==> config.mk <==
export PLATFORM = sky130hd
export DESIGN_NAME = carga_programa_flat
export DESIGN_NICKNAME = d
export VERILOG_FILES = /design/src/rtl/carga_programa_if.sv /design/src/rtl/carga_programa.sv /design/src/flat_wrapper.sv
export SDC_FILE = /design/constraint.sdc
export NUM_CORES = 1
export LEC_CHECK = 0
export CAP_MARGIN = 40
export CORE_UTILIZATION = 44
export CTS_CLUSTER_SIZE = 28
export DETAILED_ROUTE_END_ITERATION = 8
export GPL_TIMING_DRIVEN = 0
export PLACE_DENSITY = 0.69
export SYNTH_ARGS = -nofsm -noshare
export SYNTH_HDL_FRONTEND = slang
export SYNTH_SLANG_ARGS = --single-unit
==> constraint.sdc <==
create_clock -name clock_auto -period 2.6 [get_ports clock_auto]
set_input_delay 0.26 -clock clock_auto [delete_from_list [all_inputs] [get_ports clock_auto]]
set_output_delay 0.26 -clock clock_auto [all_outputs]
set_load 0.1 [all_outputs]
==> src/rtl/carga_programa_if.sv <==
// Byte-stream handshake plus instruction-memory write port of the program loader.
// master: the loader side. slave: the stream source / memory side.
interface carga_programa_if;
  logic [7:0]  byte_in;
  logic        byte_valid;
  logic        byte_ready;
  logic        OpMemIns;
  logic [31:0] endLeitura;
  logic [31:0] instrucao;

  modport master (
    input  byte_in,
    input  byte_valid,
    output byte_ready,
    output OpMemIns,
    output endLeitura,
    output instrucao
  );

  modport slave (
    output byte_in,
    output byte_valid,
    input  byte_ready,
    input  OpMemIns,
    input  endLeitura,
    input  instrucao
  );
endinterface

==> src/rtl/carga_programa.sv <==
// Program loader: byte stream in (count, words MSB first, XOR checksum), 32-bit
// instruction-memory writes out, one word per write pulse. All outputs registered.
module carga_programa #(
  parameter int unsigned BASE = 0,
  parameter int unsigned PROF = 16384
) (
  input  logic                    clock_auto,
  input  logic                    reset,
  input  logic                    iniciar,
  carga_programa_if.master        bus,
  output logic                    ocupado,
  output logic                    carga_ok,
  output logic                    erro,
  output logic [15:0]             palavras
);

  typedef enum logic [2:0] {
    StOcioso, StTamH, StTamL, StDados, StGrava, StSoma, StFim, StErro
  } state_e;

  localparam int unsigned MaxWords = PROF - BASE;

  state_e      state_q, state_d;
  logic [15:0] n_q;
  logic [1:0]  idx_q;
  logic [23:0] word_q;
  logic [7:0]  acc_q;
  logic [15:0] palavras_q;
  logic        op_q;
  logic [31:0] end_q;
  logic [31:0] instr_q;
  logic        ok_q;
  logic        erro_q;
  logic        ready_q;
  logic        busy_q;
  logic        xfer;

  function automatic logic is_ready(state_e s);
    return (s == StTamH) || (s == StTamL) || (s == StDados) || (s == StSoma);
  endfunction

  function automatic logic is_busy(state_e s);
    return !((s == StOcioso) || (s == StFim) || (s == StErro));
  endfunction

  // ready_q mirrors is_ready(state_q), so it doubles as the accept qualifier.
  assign xfer = bus.byte_valid && ready_q;

  // Next-state decode of the load sequence.
  always_comb begin
    state_d = state_q;
    unique case (state_q)
      StOcioso, StFim, StErro: if (iniciar) state_d = StTamH;
      StTamH: if (xfer) state_d = StTamL;
      StTamL: begin
        if (xfer) begin
          if ({16'b0, n_q[15:8], bus.byte_in} > 32'(MaxWords)) state_d = StErro;
          else if ({n_q[15:8], bus.byte_in} == 16'd0)          state_d = StSoma;
          else                                                 state_d = StDados;
        end
      end
      StDados: if (xfer && idx_q == 2'd3) state_d = StGrava;
      StGrava: state_d = (palavras_q + 16'd1 == n_q) ? StSoma : StDados;
      StSoma: begin
        if (xfer) state_d = (bus.byte_in == acc_q) ? StFim : StErro;
      end
      default: state_d = StOcioso;
    endcase
  end

  // FSM state, datapath and registered outputs; reset wins over everything.
  always_ff @(posedge clock_auto) begin
    if (!reset) begin
      state_q    <= StOcioso;
      n_q        <= '0;
      idx_q      <= '0;
      word_q     <= '0;
      acc_q      <= '0;
      palavras_q <= '0;
      op_q       <= 1'b0;
      end_q      <= '0;
      instr_q    <= '0;
      ok_q       <= 1'b0;
      erro_q     <= 1'b0;
      ready_q    <= 1'b0;
      busy_q     <= 1'b0;
    end else begin
      state_q <= state_d;
      ready_q <= is_ready(state_d);
      busy_q  <= is_busy(state_d);
      unique case (state_q)
        StOcioso, StFim, StErro: begin
          if (iniciar) begin
            ok_q       <= 1'b0;
            erro_q     <= 1'b0;
            palavras_q <= '0;
            acc_q      <= '0;
            idx_q      <= '0;
          end
        end
        StTamH: if (xfer) n_q[15:8] <= bus.byte_in;
        StTamL: begin
          if (xfer) begin
            n_q[7:0] <= bus.byte_in;
            if (state_d == StErro) erro_q <= 1'b1;
          end
        end
        StDados: begin
          if (xfer) begin
            acc_q <= acc_q ^ bus.byte_in;
            idx_q <= idx_q + 2'd1;
            if (idx_q == 2'd3) begin
              instr_q <= {word_q, bus.byte_in};
              end_q   <= 32'(BASE) + {16'b0, palavras_q};
              op_q    <= 1'b1;
            end else begin
              word_q <= {word_q[15:0], bus.byte_in};
            end
          end
        end
        StGrava: begin
          op_q       <= 1'b0;
          palavras_q <= palavras_q + 16'd1;
        end
        StSoma: begin
          if (xfer) begin
            if (state_d == StFim) ok_q   <= 1'b1;
            else                  erro_q <= 1'b1;
          end
        end
        default: ;
      endcase
    end
  end

  assign bus.byte_ready = ready_q;
  assign bus.OpMemIns   = op_q;
  assign bus.endLeitura = end_q;
  assign bus.instrucao  = instr_q;
  assign ocupado        = busy_q;
  assign carga_ok       = ok_q;
  assign erro           = erro_q;
  assign palavras       = palavras_q;

endmodule

==> src/flat_wrapper.sv <==
// flat-port wrapper written by rule: the top's interface ports become plain ports
module carga_programa_flat 
#(
  parameter int unsigned BASE = 0,
  parameter int unsigned PROF = 16384
)
  (clock_auto, reset, iniciar, ocupado, carga_ok, erro, palavras, bus_byte_in, bus_byte_valid, bus_byte_ready, bus_OpMemIns, bus_endLeitura, bus_instrucao);
  carga_programa_if bus_i ();
  input  logic clock_auto;
  input  logic reset;
  input  logic iniciar;
  output logic ocupado;
  output logic carga_ok;
  output logic erro;
  output logic [15:0] palavras;
  input wire logic [$bits(bus_i.byte_in)-1:0] bus_byte_in;
  input wire logic [$bits(bus_i.byte_valid)-1:0] bus_byte_valid;
  output wire logic [$bits(bus_i.byte_ready)-1:0] bus_byte_ready;
  output wire logic [$bits(bus_i.OpMemIns)-1:0] bus_OpMemIns;
  output wire logic [$bits(bus_i.endLeitura)-1:0] bus_endLeitura;
  output wire logic [$bits(bus_i.instrucao)-1:0] bus_instrucao;
  assign bus_i.byte_in = bus_byte_in;
  assign bus_i.byte_valid = bus_byte_valid;
  assign bus_byte_ready = bus_i.byte_ready;
  assign bus_OpMemIns = bus_i.OpMemIns;
  assign bus_endLeitura = bus_i.endLeitura;
  assign bus_instrucao = bus_i.instrucao;
  carga_programa #(.BASE(BASE), .PROF(PROF)) u_core (.clock_auto(clock_auto), .reset(reset), .iniciar(iniciar), .bus(bus_i), .ocupado(ocupado), .carga_ok(carga_ok), .erro(erro), .palavras(palavras));
endmodule
==> run_results.csv, run 1 <==
group,metric,value,unit
finish,antennaDiodeCount,0,
sta,finalCriticalPeriod,2.48,ns
global_routing,grt_pass1_wl,27.4,mm
finish,drive_gt1_frac,0.181,
clock_tree,clock_latency,0.42,ns
synth,netlist_instances,719,
finish,finalNetCount,909,
synth,ys_ff_latch,122,
synth,mappedNetlistArea,5500,um2
sta,worst_slew_pin_slew,0.985,ns
finish,fillerInstances,968,
outcome,status,"finished, final reports clean",
power,peakVddDrop,494,uV
power,p_int,0.00362,W
clock_tree,cts_max_path_buffers,2,
critical_path,slowest_delay,0.56,ns
floorplanning,ios,97,
place,dp_slack,-0.238,ns
power,pwr-share-clk,0.463,
detailed_routing,vias,5621,
detailed_routing,viasPerCell,5.23,
synth,ys_seq_area_frac,0.444,
power,power.total,0.00513,W
critical_path,path_class,"flop to flop",
finish,fin_area,8320,um2
global_routing,grt_max_degree,17,
detailed_routing,top_layer_used,"met4",
clock_tree,clk_pin_slew,0.06,ns
floorplanning,die_h,114,um
detailed_routing,drt_pre_antenna_iters,5,
clock_tree,ctsHtreeMaxLevel,4,
detailed_routing,route.detailed.drc,0,
sta,relSlewSlack,0.341,
power,p_sw_frac,0.293,
synth,postSynth.asyncResetShare,0,
clock_tree,cts-root-buf,"clkbuf_16",
synth,synth-edff-count,0,
floorplanning,die-width,114,um
synth,ys_warn_count,0,
critical_path,critPathMaxFanout,7,
critical_path,worst_setup_path_start_kind,"flop",
power,p_per_area,616,nW/um2
job,drv_cap,0,
floorplanning,die_area,13000,um2
min_path,hold_class,"input port to flop",
detailed_routing,avgRoutedWirePerCell,15.9,um
global_routing,grt_util_all_layers,0.274,
sta,worst_slack,0.122,ns
clock_tree,cts_tree,"yes",
power,power.leakage,3.10,nW
critical_path,end_kind,"flop",
clock_tree,clock-sinks,122,
detailed_routing,wl_met2,8.44,mm
critical_path,required,2.91,ns
floorplanning,core,12100,um2
detailed_routing,wirelength_met1,7.32,mm
global_routing,grt_pass1_vias,5583,
synth,synth.largest_area_cell,"dfxtp_1",
synth,synth_top_area_frac,0.444,
place,dp_hpwl,12.4,mm
synth,synth_cell_type_count,58,
finish,multi_input_area,2820,um2
place,port_buffers,71,
critical_path,cp_slowest_cell,"or4_4",
detailed_routing,antenna_left,0,
sta,hold_viol_final,0,
power,p_sw,0.00150,W
sta,fmax,0.404,GHz
power,p_comb_frac,0.158,
sta,min_period_over_period,0.953,
finish,ff_latch_area,2490,um2
sta,rsz0062_at_grt,"no",
sta,setup_viol,0,
synth,yosys-top-cells-area,"dfxtp_1, nand2_1, a21oi_1",
power,power_frac_seq,0.378,
sta,skew,0.00555,ns
place,place_congestion,0.834,
clock_tree,cts_buffers,17,
synth,synth-main-ff-cell,"dfxtp_1",
detailed_routing,drt-total-wl,17.1,mm
floorplanning,num_rows,40,
synth,syn_area_per_cell,7.66,um2
finish,area_delta_synth_final,51.1,%
floorplanning,initial_utilization,0.454,
place,dpl_cell_area,7650,um2
sta,slew_violations,0,
global_routing,antenna_found_initial,0,
detailed_routing,drt_iter0_markers,275,
critical_path,crit_path_cell_trace,"buf_4 > nand4_4 > or4_4 > or3_1 > a21oi_2 > nand3_2 > o211a_1 > a311o_1",
detailed_routing,met3_length,713,um
critical_path,arrival,2.79,ns
global_routing,grt_overflow,0,
final cells by class:
class                   instances  share of cell area
multi-input cells             537               0.339
flip-flops and latches        122               0.299
repair buffers                145               0.220
clock buffers                  18              0.0542
plain buffers                  67              0.0429
well taps                     168              0.0253
clock inverters                13              0.0168
inverters                       5             0.00226
power by group through the flow:
stage                     clock network [W]  logic, W  registers (W)
final                               0.00237  0.000811        0.00194
after CTS                           0.00238  0.000797        0.00194
after global placement                    0  0.000728        0.00198
after global routing                0.00248  0.000863        0.00194
after detailed placement                  0  0.000791        0.00198
after floorplan                           0  0.000484        0.00207
critical path: cells and delay by family (launching register included):
kind	cells	cell delay [ns]
flops	1	0.35
compound gates	3	0.73
buf+inv	1	0.16
simple gates	4	1.12
metal layers:
| metal | vias to the layer above | GRT usage |
|---|---|---|
| met5 | - | 0 |
| met4 | 0 | 0.152 |
| met3 | 53 | 0.0499 |
| met2 | 186 | 0.478 |
| met1 | 2638 | 0.318 |
| li1 | 2744 | - |
logic make-up (layout without fill, tap and decap cells):
logic type                 after synthesis  count (layout)  synth area share
buffers and inverters                   75             248            0.0659
adders and majority gates                2               2           0.00455
AOI/OAI and AO/OA                      159             159             0.157
xor gates and xnor gates                32              32            0.0509
muxes                                   10              10            0.0184
other                                    1              16          0.000681
and+or+nand+nor                        318             318             0.258
DFF                                    122             122             0.444
placed cells by master (no fill, tap or decap), types with 6 or more instances in the layout:
cell | Yosys | final
a21oi_1 | 107 | 107
and2_1 | 8 | 8
buf_4 | 20 | 22
buf_8 | 0 | 65
clkbuf_1 | 44 | 39
clkbuf_16 | 0 | 18
clkdlybuf4s50_1 | 0 | 71
conb_1 | 1 | 16
dfxtp_1 | 122 | 108
dfxtp_4 | 0 | 12
mux2i_1 | 9 | 9
nand2_1 | 192 | 192
nand3_1 | 13 | 12
nor2_1 | 51 | 51
nor3_1 | 11 | 11
nor4_1 | 9 | 6
o21ai_0 | 26 | 26
xnor2_1 | 22 | 22
xor2_1 | 10 | 10
worst paths after layout:
path                           start                        to  slack, ns  cells past startpoint
setup reg to reg  u_core.palavras[0]            u_core.ocupado       0.12                      8
setup / recovery  u_core.palavras[0]            u_core.ocupado       0.12                      8
hold reg to reg    u_core.word_q[17]  u_core.bus.instrucao[25]       0.45                      2
hold / removal        bus_byte_in[2]          u_core.word_q[2]       0.27                      3
timing repair:
| action | CTS | global route |
|---|---|---|
| hold buffers | 0 | 0 |
| endpoints found under the setup margin | 22 | 26 |
| buffers inserted | 0 | 3 |
| pin swaps | 0 | 2 |
| gates cloned | 0 | 0 |
| gates resized for setup | 3 | 14 |
flip-flops by register name (all words and copies together) (netlist names):
name                   cells
u_core.state_q             3
u_core.bus.instrucao      32
u_core.word_q             24
u_core.bus.OpMemIns        1
u_core.ocupado             1
u_core.n_q                16
u_core.idx_q               2
u_core.palavras           16
u_core.erro                1
u_core.bus.endLeitura     16
u_core.carga_ok            1
u_core.bus.byte_ready      1
u_core.acc_q               8
cell usage after synthesis (all sizes together) (2+ instances only):
cell and count:
or4 4, nand2 192, xor2 10, or3 4, nand3 15, a21oi 108
o211a 2, nand2b 2, ha 2, nor3 12, o31ai 2, nor2b 3
inv 4, nand3b 2, o21a 3, mux2i 9, nor4 10, xnor2 22
clkbuf 44, buf 26, nor2 51, and2 8, and3 2, and4 2
nand4 6, o21ai 28, a31oi 5, or2 3, dfxtp 122
per-stage QoR:
step | util | cells | hold slack, ns | setup TNS [ns]
3_5_place_dp | 0.631 | 1044 | 0.444 | -3.09
4_1_cts | 0.681 | 1075 | 0.256 | 0
3_3_place_gp | 0.541 | 973 | 0.440 | -2.45
6_report | 0.687 | 1075 | 0.268 | 0
5_1_grt | 0.687 | 1075 | 0.279 | 0
2_1_floorplan | - | 734 | 0.432 | 0
Note: power is estimated with default switching activity, not from simulation.
==> run 2: changes to the inputs <==
--- a/config.mk
+++ b/config.mk
@@ -6,6 +6,7 @@
 export NUM_CORES = 1
 export LEC_CHECK = 0
 export CAP_MARGIN = 40
+export CORE_MARGIN = 5
 export CORE_UTILIZATION = 44
 export CTS_CLUSTER_SIZE = 28
 export DETAILED_ROUTE_END_ITERATION = 8
==> run 2 against run 1 <==
  * Total power rose by 0.60%
  * Largest cell class unchanged
  * Non-clock buffer count down 3
  * Routed wire length decreased by 1.7%
  * Critical endpoint unchanged
==> run_results.csv, run 2 (same netlist as run 1, synthesis figures left out) <==
group,metric,value,unit
critical_path,critPathTopFamily,"simple AND/OR/NAND/NOR gates",
global_routing,antenna_found_initial,0,
place,dp_slack,-0.171,ns
clock_tree,clock_latency,0.42,ns
critical_path,crit_buf_inv,1,
power,p_per_area,620,nW/um2
sta,finalCriticalPeriod,2.52,ns
sta,setup_viol,0,
detailed_routing,drt-total-wl,16.8,mm
power,power.leakage,3.09,nW
critical_path,r2r_slack,0.08,ns
finish,fillerInstances,976,
finish,finalNetCount,906,
detailed_routing,avgRoutedWirePerCell,15.6,um
critical_path,arrival,2.83,ns
critical_path,crit_path_cell_trace,"buf_6 > nand4_4 > or4_4 > or3_1 > a21oi_2 > nand3_2 > o211a_1 > a311o_1",
clock_tree,cts_setup_buffers,0,
critical_path,required,2.90,ns
clock_tree,clock-sinks,122,
detailed_routing,drt_pre_antenna_iters,5,
power,pwr-share-clk,0.470,
job,drv_cap,0,
clock_tree,cts_tree,"yes",
finish,antennaDiodeCount,0,
critical_path,critPathMaxFanout,9,
critical_path,cp_slowest_cell,"or4_4",
min_path,hold_class,"input port to flop",
finish,final_cell_mix,"nand2_1, dfxtp_1, a21oi_1",
outcome,status,"finished, final reports clean",
critical_path,slowest_delay,0.58,ns
power,p_sw,0.00147,W
critical_path,end_kind,"flop",
floorplanning,ios,97,
global_routing,grt_overflow,0,
power,p_comb_frac,0.154,
clock_tree,cts-root-buf,"clkbuf_16",
min_path,worstHoldStart,"bus_byte_in[0]",
global_routing,grt_max_degree,17,
finish,drive_gt1_frac,0.175,
min_path,hold_path_end,"u_core.word_q[0]",
detailed_routing,drt_iter0_markers,324,
critical_path,regToRegStartpoint,"u_core.palavras[3]",
finish,instances_no_fill,1073,
critical_path,reg2reg_depth,8,
power,p_sw_frac,0.286,
sta,relSlewSlack,0.394,
floorplanning,core,12200,um2
critical_path,worst_setup_path_start_kind,"flop",
floorplanning,die_h,122,um
floorplanning,num_rows,40,
clock_tree,ctsHtreeMaxLevel,4,
critical_path,cp-startpoint,"u_core.palavras[3]",
global_routing,grt_util_all_layers,0.234,
global_routing,grt_pass1_wl,27.5,mm
sta,hold_viol_final,0,
detailed_routing,viasPerCell,5.25,
finish,ff_latch_area,2490,um2
power,peakVddDrop,468,uV
finish,largest_reg_flops,32,
sta,min_period_over_period,0.971,
finish,multi_input_area,2820,um2
min_path,min_path_cells,3,
critical_path,path_class,"flop to flop",
finish,final_util,0.683,
clock_tree,clk_pin_slew,0.06,ns
power,power_frac_seq,0.376,
clock_tree,cts_max_path_buffers,2,
detailed_routing,route.detailed.drc,0,
sta,worst_slack,0.0752,ns
power,p_int,0.00368,W
finish,mostFrequentLayoutCell,"nand2_1",
floorplanning,initial_utilization,0.453,
sta,hold_ws,0.240,ns
sta,fmax,0.396,GHz
place,dp.cells,1043,
sta,skew,0.0101,ns
critical_path,r2r-end,"u_core.ocupado",
detailed_routing,antenna_left,0,
detailed_routing,vias,5637,
global_routing,grt_pass1_vias,5465,
place,port_buffers,71,
place,place_congestion,0.930,
clock_tree,cts_buffers,17,
sta,worst_slew_pin_slew,0.906,ns
finish,area_delta_synth_final,51.0,%
floorplanning,die-width,122,um
floorplanning,die_area,14800,um2
sta,slew_violations,0,
sta,timing.setup.tns,0,ns
place,dp_hpwl,12.2,mm
==> run 2: through the flow <==
stage | total power [W] | area [um2]
after floorplan | 0.00256 | 5630
after global placement | 0.00269 | 6550
after detailed placement | 0.00275 | 7640
after CTS | 0.00516 | 8270
after global routing | 0.00533 | 8310
final | 0.00516 | 8310
==> run 2: tightest hold or removal path: cells and delay by family <==
| kind | cells | cell delay [ns] |
|---|---|---|
| buffers and inverters | 1 | 0.19 |
| and+or+nand+nor | 1 | 0.11 |
| AOI/OAI and AO/OA | 1 | 0.05 |
==> run 2: what timing repair did <==
action / in CTS / in global routing
endpoints found under the setup margin: 10 / 22
gates cloned: 0 / 0
resized for setup: 3 / 14
pin swaps: 0 / 2
hold buffers: 0 / 0
==> run 2: cell type report <==
cell class,count,share of cell area
clock buffer,21,0.0581
tap,168,0.0253
multi-input combinational,537,0.339
timing repair buffer,141,0.217
inverter,5,0.00226
sequential,122,0.300
buffer,68,0.0438
clock inverter,11,0.0155
==> run 2: how the worst max path moves through the flow <==
stage / end / slack [ns] / depth (start not counted)
2_1_floorplan: u_core.ocupado / 0.008 / 8
3_3_place_gp: u_core.bus.instrucao[13] / -0.13 / 10
3_5_place_dp: u_core.bus.instrucao[10] / -0.17 / 10
4_1_cts: u_core.ocupado / 0.04 / 8
5_1_grt: u_core.palavras[6] / -0.01 / 9
6_report: u_core.ocupado / 0.08 / 8
==> run 2: power by group through the flow <==
stage	Sequential, W	Clock [W]	Combinational, W
finish	0.00194	0.00242	0.000796
global route	0.00194	0.00253	0.000855
CTS	0.00194	0.00244	0.000781
detailed placement	0.00198	0	0.000776
global placement	0.00198	0	0.000718
floorplan	0.00207	0	0.000484
==> run 2: per-layer routing <==
metal / wire length (um) / global-route usage / vias up
li1: - / - / 2723
met1: 6960 / 0.280 / 2641
met2: 8250 / 0.400 / 237
met3: 1090 / 0.0562 / 36
met4: 461 / 0.102 / 0
met5: 0 / 0 / -
==> run 3: changes to the inputs <==
--- a/config.mk
+++ b/config.mk
@@ -5,9 +5,11 @@
 export SDC_FILE = /design/constraint.sdc
 export NUM_CORES = 1
 export LEC_CHECK = 0
+export ABC_CLOCK_PERIOD_IN_PS = 2600
 export CAP_MARGIN = 40
 export CORE_MARGIN = 5
 export CORE_UTILIZATION = 44
+export CTS_BUF_LIST = sky130_fd_sc_hd__clkbuf_16
 export CTS_CLUSTER_SIZE = 28
 export DETAILED_ROUTE_END_ITERATION = 8
 export GPL_TIMING_DRIVEN = 0
==> run 3 against run 2 <==
  * Combinational power about the same
  * Count of clock-buffer cells in the layout down 2
  * Sequential share of layout area unchanged
  * Worst setup slack better by 0.0067 ns
  * Clock power about the same
  * Core utilization unchanged
  * Critical path depth unchanged
==> run_results.csv, run 3 (same netlist as run 1, synthesis figures left out) <==
group,metric,value,unit
power,p_per_area,619,nW/um2
critical_path,critPathMaxFanout,9,
clock_tree,cts_setup_buffers,0,
finish,area_delta_synth_final,51.0,%
finish,largest_reg_flops,32,
global_routing,antenna_found_initial,0,
global_routing,grt_pass1_vias,5465,
detailed_routing,drt_pre_antenna_iters,5,
clock_tree,cts_max_path_buffers,2,
finish,finalNetCount,906,
global_routing,grt_overflow,0,
clock_tree,cts_buffers,17,
critical_path,worst_setup_path_start_kind,"flop",
finish,antennaDiodeCount,0,
min_path,hold_class,"input port to flop",
job,drv_cap,0,
critical_path,path_class,"flop to flop",
clock_tree,clock-sinks,122,
clock_tree,ctsHoldBuffers,0,
floorplanning,die_h,122,um
place,dp_hpwl,12.2,mm
finish,final_cell_mix,"nand2_1, dfxtp_1, a21oi_1",
sta,fmax,0.397,GHz
detailed_routing,viasPerCell,5.27,
sta,finalCriticalPeriod,2.52,ns
sta,min_period_over_period,0.969,
power,power.leakage,3.10,nW
floorplanning,die_area,14800,um2
sta,hold_ws,0.240,ns
power,power.total,0.00515,W
power,peakVddDrop,468,uV
floorplanning,initial_utilization,0.453,
critical_path,arrival,2.82,ns
detailed_routing,vias,5652,
floorplanning,core,12200,um2
clock_tree,cts-root-buf,"clkbuf_16",
clock_tree,ctsHtreeMaxLevel,4,
floorplanning,num_rows,40,
critical_path,end_kind,"flop",
place,place_congestion,0.930,
critical_path,required,2.90,ns
global_routing,grt_max_degree,17,
clock_tree,clock_latency,0.42,ns
place,port_buffers,71,
global_routing,grt_pass1_wl,27.5,mm
detailed_routing,route.detailed.drc,0,
clock_tree,clk_pin_slew,0.06,ns
sta,worst_slew_pin_slew,0.896,ns
detailed_routing,avgRoutedWirePerCell,15.6,um
floorplanning,ios,97,
outcome,status,"finished, final reports clean",
sta,skew,0.00988,ns
finish,drive_gt1_frac,0.175,
detailed_routing,drt-total-wl,16.7,mm
sta,setup_viol,0,
detailed_routing,antenna_left,0,
finish,mostFrequentLayoutCell,"nand2_1",
sta,relSlewSlack,0.400,
sta,hold_viol_final,0,
detailed_routing,drt_iter0_markers,325,
finish,final_util,0.683,
global_routing,grt_util_all_layers,0.234,
clock_tree,cts_tree,"yes",
finish,fillerInstances,976,
floorplanning,die-width,122,um
sta,slew_violations,0,
[run 3: changes by cell type in the layout (fill, tap and decap cells not counted)]
| cell | before | now |
|---|---|---|
| inv_1 | 4 | 6 |
| clkbuf_1 | 42 | 40 |
[run 3: worst paths after layout]
path | slack, ns | start | cells after the start | end
max | 0.08 | u_core.palavras[3] | 8 | u_core.ocupado
min | 0.24 | bus_byte_in[0] | 3 | u_core.word_q[0]
max reg2reg | 0.08 | u_core.palavras[3] | 8 | u_core.ocupado
min reg2reg | 0.45 | u_core.bus.endLeitura[0] | 2 | u_core.bus.endLeitura[0]
[run 3: repair_timing]
| action | CTS | global route |
|---|---|---|
| pin swaps | 0 | 2 |
| gates resized for setup | 3 | 14 |
| endpoints found under the setup margin | 10 | 22 |
[run 3: metrics by stage]
step / worst slack, ns / area [um2] / std cells / TNS (ns)
global placement: -0.131 / 6550 / 973 / -1.56
global route: -0.0107 / 8310 / 1073 / -0.0158
CTS: 0.0362 / 8270 / 1075 / 0
detailed placement: -0.171 / 7640 / 1043 / -2.25
finish: 0.0819 / 8310 / 1073 / 0
floorplan: 0.00840 / 5630 / 734 / 0
[run 3: report_power, final]
| group | leakage, nW | switching (W) | internal, W |
|---|---|---|---|
| combinational | 1.80 | 0.000548 | 0.000248 |
| clock | 0.300 | 0.000890 | 0.00153 |
| sequential | 0.994 | 0.0000347 | 0.00190 |
[run 3: cell type report]
| class | count | area (um2) | area share |
|---|---|---|---|
| inverters | 5 | 18.8 | 0.00226 |
| clock buffers | 19 | 475 | 0.0572 |
| multi-input cells | 537 | 2820 | 0.339 |
| plain buffers | 68 | 364 | 0.0438 |
| well taps | 168 | 210 | 0.0253 |
| repair buffers | 141 | 1800 | 0.217 |
| flip-flops and latches | 122 | 2490 | 0.300 |
| clock inverters | 13 | 136 | 0.0164 |
[run 3: critical path, stage by stage, from the launching register on]
cell and delay [ns]:
dfxtp_4 0.34, buf_6 0.13, nand4_4 0.14, or4_4 0.58
or3_1 0.35, a21oi_2 0.18, nand3_2 0.11, o211a_1 0.24
a311o_1 0.31
[run 3: per-layer routing]
metal / global-route usage / routed length, um / up-vias
met2: 0.400 / 8270 / 256
li1: - / - / 2726
met1: 0.280 / 6950 / 2636
met3: 0.0562 / 1080 / 34
met5: 0 / 0 / -
met4: 0.102 / 451 / 0
